## config.mk

```make
export PLATFORM = sky130hd
export DESIGN_NAME = spi_burst_ctrl
export DESIGN_NICKNAME = d
export VERILOG_FILES = /design/src/rtl/spi_pkg.sv /design/src/rtl/sync_fifo.sv /design/src/rtl/spi_burst_ctrl.sv
export SDC_FILE = /design/constraint.sdc
export NUM_CORES = 1
export LEC_CHECK = 0
export ABC_CLOCK_PERIOD_IN_PS = 3350
export BUFFER_PORTS_ARGS = -buffer_cell sky130_fd_sc_hd__buf_2
export CORE_MARGIN = 1
export CORE_UTILIZATION = 55
export CTS_CLUSTER_SIZE = 40
export DETAILED_ROUTE_END_ITERATION = 6
export GPL_ROUTABILITY_DRIVEN = 0
export GPL_TIMING_DRIVEN = 0
export PLACE_DENSITY = 0.73
export REMOVE_ABC_BUFFERS = 1
export SLEW_MARGIN = 30
export SYNTH_ARGS = -nofsm -noshare
export SYNTH_HDL_FRONTEND = slang
export SYNTH_SLANG_ARGS = --single-unit
```

## constraint.sdc

```tcl
create_clock -name clk -period 3.35 [get_ports clk]
set_clock_uncertainty 0.05 [all_clocks]
set_input_delay 0.5025 -clock clk [delete_from_list [all_inputs] [get_ports clk]]
set_output_delay 0.5025 -clock clk [all_outputs]
set_load 0.01 [all_outputs]
```

## src/rtl/spi_pkg.sv

```systemverilog
// Shared constants and FSM state encoding for the SPI burst controller.
package spi_pkg;

    localparam int SPI_WIDTH = 9;
    localparam int GAP_DEF   = 4;
    localparam int TMO_DEF   = 4096;

    typedef enum logic [2:0] {
        IDLE,
        START,
        WAIT_LO,
        WAIT_HI,
        CAPT,
        GAP_W
    } state_t;

endpackage

```

## src/rtl/sync_fifo.sv

```systemverilog
// Show-ahead synchronous FIFO; head reads as zero while empty.
module sync_fifo #(
    parameter int WIDTH = 9,
    parameter int DEPTH = 8
) (
    input  logic             clk,
    input  logic             clr,
    input  logic             wr_en,
    input  logic [WIDTH-1:0] wr_dat,
    input  logic             rd_en,
    output logic             full,
    output logic             empty,
    output logic [WIDTH-1:0] head
);
    localparam int AW = $clog2(DEPTH);

    logic [WIDTH-1:0] mem [DEPTH];
    logic [AW-1:0]    wr_ptr_reg;
    logic [AW-1:0]    rd_ptr_reg;
    logic [AW:0]      count_reg;
    logic             do_wr;
    logic             do_rd;

    assign empty = (count_reg == '0);
    assign full  = (count_reg == (AW+1)'(DEPTH));
    assign do_rd = rd_en && !empty;
    // A write into a full FIFO is still accepted when a pop frees a slot in the same cycle.
    assign do_wr = wr_en && (!full || do_rd);
    assign head  = empty ? '0 : mem[rd_ptr_reg];

    always_ff @(posedge clk) begin
        if (do_wr) begin
            mem[wr_ptr_reg] <= wr_dat;
        end
    end

    always_ff @(posedge clk or posedge clr) begin
        if (clr) begin
            wr_ptr_reg <= '0;
            rd_ptr_reg <= '0;
            count_reg  <= '0;
        end else begin
            if (do_wr) wr_ptr_reg <= wr_ptr_reg + AW'(1);
            if (do_rd) rd_ptr_reg <= rd_ptr_reg + AW'(1);
            case ({do_wr, do_rd})
                2'b10:   count_reg <= count_reg + (AW+1)'(1);
                2'b01:   count_reg <= count_reg - (AW+1)'(1);
                default: count_reg <= count_reg;
            endcase
        end
    end

endmodule

```

## src/rtl/spi_burst_ctrl.sv

```systemverilog
// Queues words for the SPI master, sequences one frame per word with start strobes,
// and captures each received word into an RX FIFO.
module spi_burst_ctrl
    import spi_pkg::*;
#(
    parameter int WIDTH = SPI_WIDTH,
    parameter int DEPTH = 8,
    parameter int GAP   = GAP_DEF,
    parameter int TMO   = TMO_DEF
) (
    input  logic             clk,
    input  logic             clr,
    input  logic             wr_en,
    input  logic [WIDTH-1:0] wr_dat,
    input  logic             go,
    output logic             tx_full,
    output logic             st,
    output logic [WIDTH-1:0] DI,
    input  logic             LOAD,
    input  logic [WIDTH-1:0] DO,
    input  logic             rx_rd,
    output logic [WIDTH-1:0] rx_dat,
    output logic             rx_empty,
    output logic [WIDTH-1:0] last_rx,
    output logic             busy,
    output logic             ovf,
    output logic             err
);
    localparam int CW = $clog2(TMO + GAP + 1);

    state_t           state_reg;
    logic [CW-1:0]    cnt_reg;
    logic             st_reg;
    logic [WIDTH-1:0] di_reg;
    logic [WIDTH-1:0] last_rx_reg;
    logic             ovf_reg;
    logic             err_reg;
    logic             load_s1_reg;
    logic             load_s2_reg;
    logic             load_d_reg;

    logic             tx_empty;
    logic [WIDTH-1:0] tx_head;
    logic             tx_pop;
    logic             rx_push;
    logic             rx_full;
    logic             load_rise;
    logic             tx_drop;
    logic             rx_drop;

    assign tx_pop    = (state_reg == START);
    assign rx_push   = (state_reg == CAPT);
    assign load_rise = load_s2_reg && !load_d_reg;
    assign tx_drop   = wr_en && tx_full && !tx_pop;
    assign rx_drop   = rx_push && rx_full && !rx_rd;

    sync_fifo #(.WIDTH(WIDTH), .DEPTH(DEPTH)) u_tx_fifo (
        .clk    (clk),
        .clr    (clr),
        .wr_en  (wr_en),
        .wr_dat (wr_dat),
        .rd_en  (tx_pop),
        .full   (tx_full),
        .empty  (tx_empty),
        .head   (tx_head)
    );

    sync_fifo #(.WIDTH(WIDTH), .DEPTH(DEPTH)) u_rx_fifo (
        .clk    (clk),
        .clr    (clr),
        .wr_en  (rx_push),
        .wr_dat (DO),
        .rd_en  (rx_rd),
        .full   (rx_full),
        .empty  (rx_empty),
        .head   (rx_dat)
    );

    // LOAD idles high, so the synchronizer resets high to avoid a false edge.
    always_ff @(posedge clk or posedge clr) begin
        if (clr) begin
            load_s1_reg <= 1'b1;
            load_s2_reg <= 1'b1;
            load_d_reg  <= 1'b1;
        end else begin
            load_s1_reg <= LOAD;
            load_s2_reg <= load_s1_reg;
            load_d_reg  <= load_s2_reg;
        end
    end

    always_ff @(posedge clk or posedge clr) begin
        if (clr) begin
            state_reg   <= IDLE;
            cnt_reg     <= '0;
            st_reg      <= 1'b0;
            di_reg      <= '0;
            last_rx_reg <= '0;
            ovf_reg     <= 1'b0;
            err_reg     <= 1'b0;
        end else begin
            st_reg <= 1'b0;
            if (tx_drop || rx_drop) ovf_reg <= 1'b1;
            case (state_reg)
                IDLE: begin
                    if (go && !tx_empty) state_reg <= START;
                end
                START: begin
                    di_reg    <= tx_head;
                    st_reg    <= 1'b1;
                    cnt_reg   <= '0;
                    state_reg <= WAIT_LO;
                end
                WAIT_LO: begin
                    if (!load_s2_reg) begin
                        cnt_reg   <= '0;
                        state_reg <= WAIT_HI;
                    end else if (cnt_reg == CW'(TMO - 1)) begin
                        err_reg   <= 1'b1;
                        state_reg <= IDLE;
                    end else begin
                        cnt_reg <= cnt_reg + CW'(1);
                    end
                end
                WAIT_HI: begin
                    if (load_rise) begin
                        state_reg <= CAPT;
                    end else if (cnt_reg == CW'(TMO - 1)) begin
                        err_reg   <= 1'b1;
                        state_reg <= IDLE;
                    end else begin
                        cnt_reg <= cnt_reg + CW'(1);
                    end
                end
                CAPT: begin
                    last_rx_reg <= DO;
                    cnt_reg     <= '0;
                    state_reg   <= GAP_W;
                end
                GAP_W: begin
                    if (cnt_reg == CW'(GAP - 1)) begin
                        state_reg <= tx_empty ? IDLE : START;
                    end else begin
                        cnt_reg <= cnt_reg + CW'(1);
                    end
                end
                default: state_reg <= IDLE;
            endcase
        end
    end

    assign st      = st_reg;
    assign DI      = di_reg;
    assign last_rx = last_rx_reg;
    assign busy    = (state_reg != IDLE);
    assign ovf     = ovf_reg;
    assign err     = err_reg;

endmodule

```

==> reports/summary.txt, run 1 <==
status -> finished with violations
failing checks -> DRC
wire length per cell after detailed routing -> 20.3 um
Synth Flop Type -> sky130_fd_sc_hd__edfxtp_1
net count of the finished layout -> 645
setup violators final -> 0
setup slack after placement -> -0.0493 ns
floorplan die height -> 127 um
CP Launch Type -> register
largest buffer count on any clock path -> 3
number of warning messages in the yosys log -> 0
synthesized-area fraction occupied by xor and xnor cells -> 0.0175
Most Used Layer, Global Route -> met2
combinational family with the most area after synthesis -> multiplexers
Post-Synth Adder-Cell Area -> 0.0161
global-route usage over all layers -> 0.217
final critical delay including setup and external delays -> 3.16 ns
CTS Sinks -> 204
distinct cell type count after synthesis -> 55
count of input and output buffers -> 56
Register Area -> 5830 um^2
Die W -> 127 um
share of async-settable or async-resettable flops after synthesis -> 0.294
number of instances on the worst hold path -> 1
Worst-Margin Slew -> 0.938 ns
ANT cells -> 0
final worst hold slack -> 0.0646 ns
antenna violations before repair -> 0
commonest cells after routing, fill and taps aside -> 144 x sky130_fd_sc_hd__edfxtp_1, 58 x sky130_fd_sc_hd__buf_2, 54 x sky130_fd_sc_hd__dfrtp_1
area growth from synthesis to final layout -> 15.7%
met1 Track Usage GR -> 0.311
RSZ-0062 raised after global routing -> false
starting density of the core -> 0.563
flops & latches, synth -> 204
fraction of synthesized area in multiplexers -> 0.136
Mean Syn Cell Area -> 15.7 um^2
slowest cell on the critical path -> sky130_fd_sc_hd__or3b_2
Tcrit/Tclk final -> 0.942
post-synthesis simple-gate area fraction -> 0.0805
fraction of layout cells with a size suffix above 1 -> 0.288
area used by multi-input combinational logic -> 2620 um^2
H-tree depth reported by CTS -> 1
Hold Vio Cnt, Final -> 0
Boundary Pins -> 57
final core utilization -> 0.652
crit path cell chain -> or3b_2 > nand3_1 > nand2_1 > or2_2 > nor3_2 > buf_6
leakage power -> 0.00371 uW
category of the worst setup path capture point -> register
via count of the first global-routing pass -> 4959
post-route antenna net violation count -> 0
Clock Root Buffer -> sky130_fd_sc_hd__clkbuf_16
Worst VDD drop -> 0.000499 V
arrival time reported for the critical path endpoint -> 3.30 ns
Levels on crit path -> 6
FP Rows -> 45
layout filler cell count -> 1044
Worst Hold Class -> input port to register
Worst Path Required -> 3.50 ns
aggregate global routing overflow -> 0
global-route wire length before repair -> 26400 um
number of cells on the worst reg-to-reg path -> 6
Top delay family on crit path -> simple AND/OR/NAND/NOR gates
cts bufs inserted -> 22
Clk Latency, worst-skew pair -> 0.49 ns
Max Cap Violations -> 0
Global Route met2 Usage -> 0.350
max-slew violation total from the final report -> 0
critical path start-end classification -> register to register
relative max-transition margin -> 0.374
setup slack on the worst flop-to-flop path -> 0.19 ns
Post-synth EDFFs -> 144
DIE AREA -> 16000 um^2
share of synthesized area occupied by flip-flops and latches -> 0.683
Cell Pwr Density -> 838 nW/um^2
CTS tree -> built
Routed Wire Length -> 16600 um
critical path's largest stage delay -> 0.71 ns
routed vias/inst -> 5.95
number of DRC markers after the initial detailed-route iteration -> 405
Post-Syn Area -> 8530 um^2
maximum achievable frequency -> 0.317 GHz
crit path max fanout -> 18
pin count of the biggest net entering global routing -> 42
commonest non-fill, non-tap cell in the layout -> sky130_fd_sc_hd__edfxtp_1
core area -> 15100 um^2
share of the synthesized area in compound gates (AO/OA/AOI/OAI) -> 0.0496
Detail Placement HPWL -> 10500 um
number of buffers and inverters on the critical path -> 1
clock transition at the registers of the reported paths -> 0.06 ns
GRT met3 Usage -> 0.0333
Cells after Synth -> 543
final setup slack of the worst path -> 0.195 ns
DRC violations left -> 2
Initial DRT Pass Iterations -> 7
routed vias -> 4840
cell usage after synthesis, types with 2 or more instances:
cell type / instances / share of area
sky130_fd_sc_hd__a211oi_1: 2 / 0.0018
sky130_fd_sc_hd__a21bo_2: 2 / 0.0023
sky130_fd_sc_hd__a21oi_1: 16 / 0.0094
sky130_fd_sc_hd__a31oi_1: 6 / 0.0044
sky130_fd_sc_hd__and2_1: 3 / 0.0022
sky130_fd_sc_hd__and3_1: 3 / 0.0022
sky130_fd_sc_hd__buf_1: 2 / 0.00088
sky130_fd_sc_hd__buf_2: 4 / 0.0023
sky130_fd_sc_hd__clkbuf_1: 16 / 0.0070
sky130_fd_sc_hd__dfrtp_1: 57 / 0.17
sky130_fd_sc_hd__dfstp_2: 3 / 0.0092
sky130_fd_sc_hd__edfxtp_1: 144 / 0.51
sky130_fd_sc_hd__ha_1: 11 / 0.016
sky130_fd_sc_hd__inv_1: 14 / 0.0062
sky130_fd_sc_hd__mux2_2: 13 / 0.017
sky130_fd_sc_hd__mux2i_1: 20 / 0.023
sky130_fd_sc_hd__mux4_2: 36 / 0.095
sky130_fd_sc_hd__nand2_1: 43 / 0.019
sky130_fd_sc_hd__nand2b_1: 9 / 0.0066
sky130_fd_sc_hd__nand3_1: 12 / 0.0070
sky130_fd_sc_hd__nand3b_1: 3 / 0.0026
sky130_fd_sc_hd__nand4_1: 2 / 0.0015
sky130_fd_sc_hd__nor2_1: 31 / 0.014
sky130_fd_sc_hd__nor2b_1: 7 / 0.0051
sky130_fd_sc_hd__nor3_1: 8 / 0.0047
sky130_fd_sc_hd__nor4_1: 5 / 0.0037
sky130_fd_sc_hd__o21ai_0: 25 / 0.015
sky130_fd_sc_hd__o21ai_1: 2 / 0.0012
sky130_fd_sc_hd__o22ai_1: 2 / 0.0015
sky130_fd_sc_hd__or2_2: 2 / 0.0015
sky130_fd_sc_hd__xnor2_1: 9 / 0.0092
sky130_fd_sc_hd__xor2_1: 8 / 0.0082
power breakdown:
part	internal, uW	leakage (uW)	switching [uW]
logic	1090	0.00129	976
registers	3110	0.00205	618
clock network	1550	0.000373	932
total	5750	0.00371	2520
through the flow:
step	power (uW)	setup TNS, ns	cells	cell area, um^2
after floorplan	5080	0	520	8440
after global placement	5670	-29.78	764	8950
after detailed placement	5840	-0.113	771	9070
after CTS	8350	0	812	9840
after global routing	8710	0	814	9870
final	8280	0	814	9870
worst paths after layout:
path	to	from
worst max register to register	u_tx_fifo.mem[0][4]$_DFFE_PP_	state_reg[1]$_DFFE_PP0P_
worst min register to register	load_s2_reg$_DFF_PP1_	load_s1_reg$_DFF_PP1_
min in group asynchronous	state_reg[2]$_DFFE_PP0P_	clr
worst max-delay path	u_tx_fifo.mem[0][4]$_DFFE_PP_	state_reg[1]$_DFFE_PP0P_
worst min-delay path	load_s1_reg$_DFF_PP1_	LOAD
max in group asynchronous	load_s2_reg$_DFF_PP1_	clr
cells by family (layout without fill, tap and decap cells):
| family | after synthesis | after routing |
|---|---|---|
| and+or+nand+nor | 136 | 136 |
| buffers and inverters | 37 | 120 |
| xor gates and xnor gates | 17 | 17 |
| AOI/OAI and AO/OA | 69 | 69 |
| muxes | 69 | 69 |
| adders and majority gates | 11 | 11 |
| DFF | 204 | 204 |
per-layer routing:
layer | wire length, um | share of wire
met1 | 7230 | 0.44
met2 | 8100 | 0.49
met3 | 923 | 0.056
met4 | 297 | 0.018
met5 | 0 | 0
repair_timing:
item | 4_1_cts | 5_1_grt
endpoints found under the hold margin | 18 | 0
gates resized for setup | 2 | 2
setup endpoints to repair | 19 | 11
buffers inserted | 0 | 2
hold buffers | 1 | 0
area by class of cell:
class	instances	share of cell area
flip-flops and latches	204	0.591
multi-input cells	302	0.265
clock buffers	30	0.0640
repair buffers	66	0.0381
well taps	188	0.0238
clock inverters	10	0.0127
inverters	14	0.00558
No activity file was read; power rests on OpenSTA's default activity.
==> run 2, diff against run 1 <==
- BUFFER_PORTS_ARGS: -buffer_cell sky130_fd_sc_hd__buf_2 -> -buffer_cell sky130_fd_sc_hd__buf_4
==> run 2 against run 1 <==
- the flow now finishes without violations
- clock power is 10% lower
- clock-buffer cell count shrank 5
- total power fell by 1.6%
- maximum frequency shrank 1.4%
- cell area increased by 0.24%
- sequential share of layout area is 0.13 points lower
- critical path type unchanged
- largest power group unchanged
==> reports/summary.txt, run 2 (synthesis gave the netlist of run 1 again) <==
floorplan die height -> 127 um (unchanged)
area growth from synthesis to final layout -> 16.0% (was 15.7%)
Worst Hold Class -> input port to register (unchanged)
Final TNS setup -> 0 ns (unchanged)
Worst-Margin Slew -> 0.974 ns (was 0.938 ns)
RSZ-0062 raised after global routing -> false (unchanged)
leakage power -> 0.00369 uW (was 0.00371 uW)
relative max-transition margin -> 0.348 (was 0.374)
share of power burned in registers -> 0.460 (was 0.450)
Combinational Power Share -> 0.267 (was 0.250)
largest buffer count on any clock path -> 3 (unchanged)
maximum achievable frequency -> 0.313 GHz (was 0.317 GHz)
Clock Root Buffer -> sky130_fd_sc_hd__clkbuf_16 (unchanged)
post-place instance area -> 9210 um^2 (was 9070 um^2)
layout filler cell count -> 1028 (was 1044)
final worst hold slack -> 0.0767 ns (was 0.0646 ns)
count of input and output buffers -> 56 (unchanged)
routed vias -> 4766 (was 4840)
number of DRC markers after the initial detailed-route iteration -> 425 (was 405)
net switching power -> 2510 uW (was 2520 uW)
commonest non-fill, non-tap cell in the layout -> sky130_fd_sc_hd__edfxtp_1 (unchanged)
status -> finished clean (was finished with violations)
Cell Pwr Density -> 823 nW/um^2 (was 838 nW/um^2)
Boundary Pins -> 57 (unchanged)
Clk Latency, worst-skew pair -> 0.49 ns (about the same)
post-route antenna net violation count -> 0 (unchanged)
clock transition at the registers of the reported paths -> 0.06 ns (about the same)
CP Launch Type -> register (unchanged)
starting density of the core -> 0.563 (unchanged)
Internal -> 5640 uW (was 5750 uW)
commonest cells after routing, fill and taps aside -> 144 x sky130_fd_sc_hd__edfxtp_1, 59 x sky130_fd_sc_hd__buf_4, 53 x sky130_fd_sc_hd__dfrtp_1 (was 144 x sky130_fd_sc_hd__edfxtp_1, 58 x sky130_fd_sc_hd__buf_2, 54 x sky130_fd_sc_hd__dfrtp_1)
CTS Sinks -> 204 (unchanged)
H-tree depth reported by CTS -> 1 (unchanged)
Tcrit/Tclk final -> 0.955 (was 0.942)
via count of the first global-routing pass -> 4833 (was 4959)
CTS tree -> built (unchanged)
Initial DRT Pass Iterations -> 6 (was 7)
power share of the clock group -> 0.273 (was 0.300)
global-route wire length before repair -> 25800 um (was 26400 um)
Worst VDD drop -> 0.000503 V (was 0.000499 V)
net count of the finished layout -> 642 (was 645)
cts bufs inserted -> 21 (was 22)
Detail Placement HPWL -> 10000 um (was 10500 um)
crit path max fanout -> 18 (unchanged)
Routed Wire Length -> 16200 um (was 16600 um)
DRC violations left -> 0 (was 2)
routed vias/inst -> 5.90 (was 5.95)
core area -> 15100 um^2 (unchanged)
antenna violations before repair -> 0 (unchanged)
design area -> 9900 um^2 (was 9870 um^2)
Die W -> 127 um (unchanged)
final critical delay including setup and external delays -> 3.20 ns (was 3.16 ns)
Worst Path Required -> 3.71 ns (was 3.50 ns)
fraction of layout cells with a size suffix above 1 -> 0.282 (was 0.288)
FP Rows -> 45 (unchanged)
placed cell count -> 771 (unchanged)
wire length per cell after detailed routing -> 20.0 um (was 20.3 um)
aggregate global routing overflow -> 0 (unchanged)
arrival time reported for the critical path endpoint -> 3.55 ns (was 3.30 ns)
pin count of the biggest net entering global routing -> 43 (was 42)
global-route usage over all layers -> 0.212 (was 0.217)
category of the worst setup path capture point -> register (unchanged)
max-slew violation total from the final report -> 0 (unchanged)
setup violators final -> 0 (unchanged)
Max Cap Violations -> 0 (unchanged)
critical path start-end classification -> register to register (unchanged)
count of buffers added by post-CTS timing repair for setup -> 0 (unchanged)
final cell count without fillers -> 808 (was 814)
ANT cells -> 0 (unchanged)
Hold Vio Cnt, Final -> 0 (unchanged)
DIE AREA -> 16000 um^2 (unchanged)
switching fraction of total power -> 0.308 (was 0.305)
## run 2: critical path, stage by stage, from the launching register on
cell                      delay, ns
sky130_fd_sc_hd__dfrtp_1       0.55
sky130_fd_sc_hd__or3b_2        0.70
sky130_fd_sc_hd__or2_2         0.50
sky130_fd_sc_hd__inv_1         0.17
sky130_fd_sc_hd__ha_1          0.28
sky130_fd_sc_hd__xor2_1        0.19
sky130_fd_sc_hd__ha_1          0.17
sky130_fd_sc_hd__a21oi_1       0.05
sky130_fd_sc_hd__xor2_1        0.15
sky130_fd_sc_hd__nor2_1        0.15
sky130_fd_sc_hd__xor2_1        0.17
## run 2: routing by layer
layer	GRT usage	share of wire
met1	0.294	0.44
met2	0.351	0.50
met3	0.0405	0.054
met4	0.0553	0.013
met5	0	0
## run 2: what timing repair did
action | in CTS | in global routing
gates resized for setup | 0 | 3
hold buffers | 1 | 0
setup endpoints to repair | 11 | 25
endpoints found under the hold margin | 17 | 0
## run 2: cell type report
| class | count | area, um^2 | area share |
|---|---|---|---|
| clock buffer | 25 | 551 | 0.0556 |
| clock inverter | 11 | 104 | 0.0105 |
| inverter | 14 | 55.1 | 0.00556 |
| multi-input combinational | 302 | 2620 | 0.264 |
| sequential | 204 | 5830 | 0.590 |
| tap | 188 | 235 | 0.0238 |
| timing repair buffer | 64 | 502 | 0.0507 |
## run 2: stage by stage
step / setup slack (ns) / util / power, uW
CTS: -0.0126 / 0.652 / 8190
floorplan: 0.215 / - / 5080
global route: 0.0280 / 0.653 / 8560
detailed placement: 0.00601 / 0.608 / 5960
global placement: -0.776 / 0.600 / 5800
finish: 0.151 / 0.653 / 8140
## run 2: path summary, 6_finish.rpt
kind / endpoint / from / slack (ns) / depth (start not counted)
setup / recovery: u_tx_fifo.count_reg[2]$_DFFE_PP0P_ / state_reg[1]$_DFFE_PP0P_ / 0.15 / 10
hold / removal: load_s1_reg$_DFF_PP1_ / LOAD / 0.08 / 1
setup reg to reg: u_tx_fifo.count_reg[2]$_DFFE_PP0P_ / state_reg[1]$_DFFE_PP0P_ / 0.15 / 10
hold reg to reg: load_s2_reg$_DFF_PP1_ / load_s1_reg$_DFF_PP1_ / 0.32 / 0
max in group asynchronous: load_s2_reg$_DFF_PP1_ / clr / 2.22 / 4
min in group asynchronous: state_reg[2]$_DFFE_PP0P_ / clr / 0.47 / 3
## run 2: power groups by stage
stage	logic [uW]	registers (uW)	clock network (uW)
after detailed placement	2170	3790	0
after global routing	2380	3820	2360
after CTS	2190	3750	2260
final	2170	3740	2220
after floorplan	1440	3630	0
after global placement	2060	3740	0
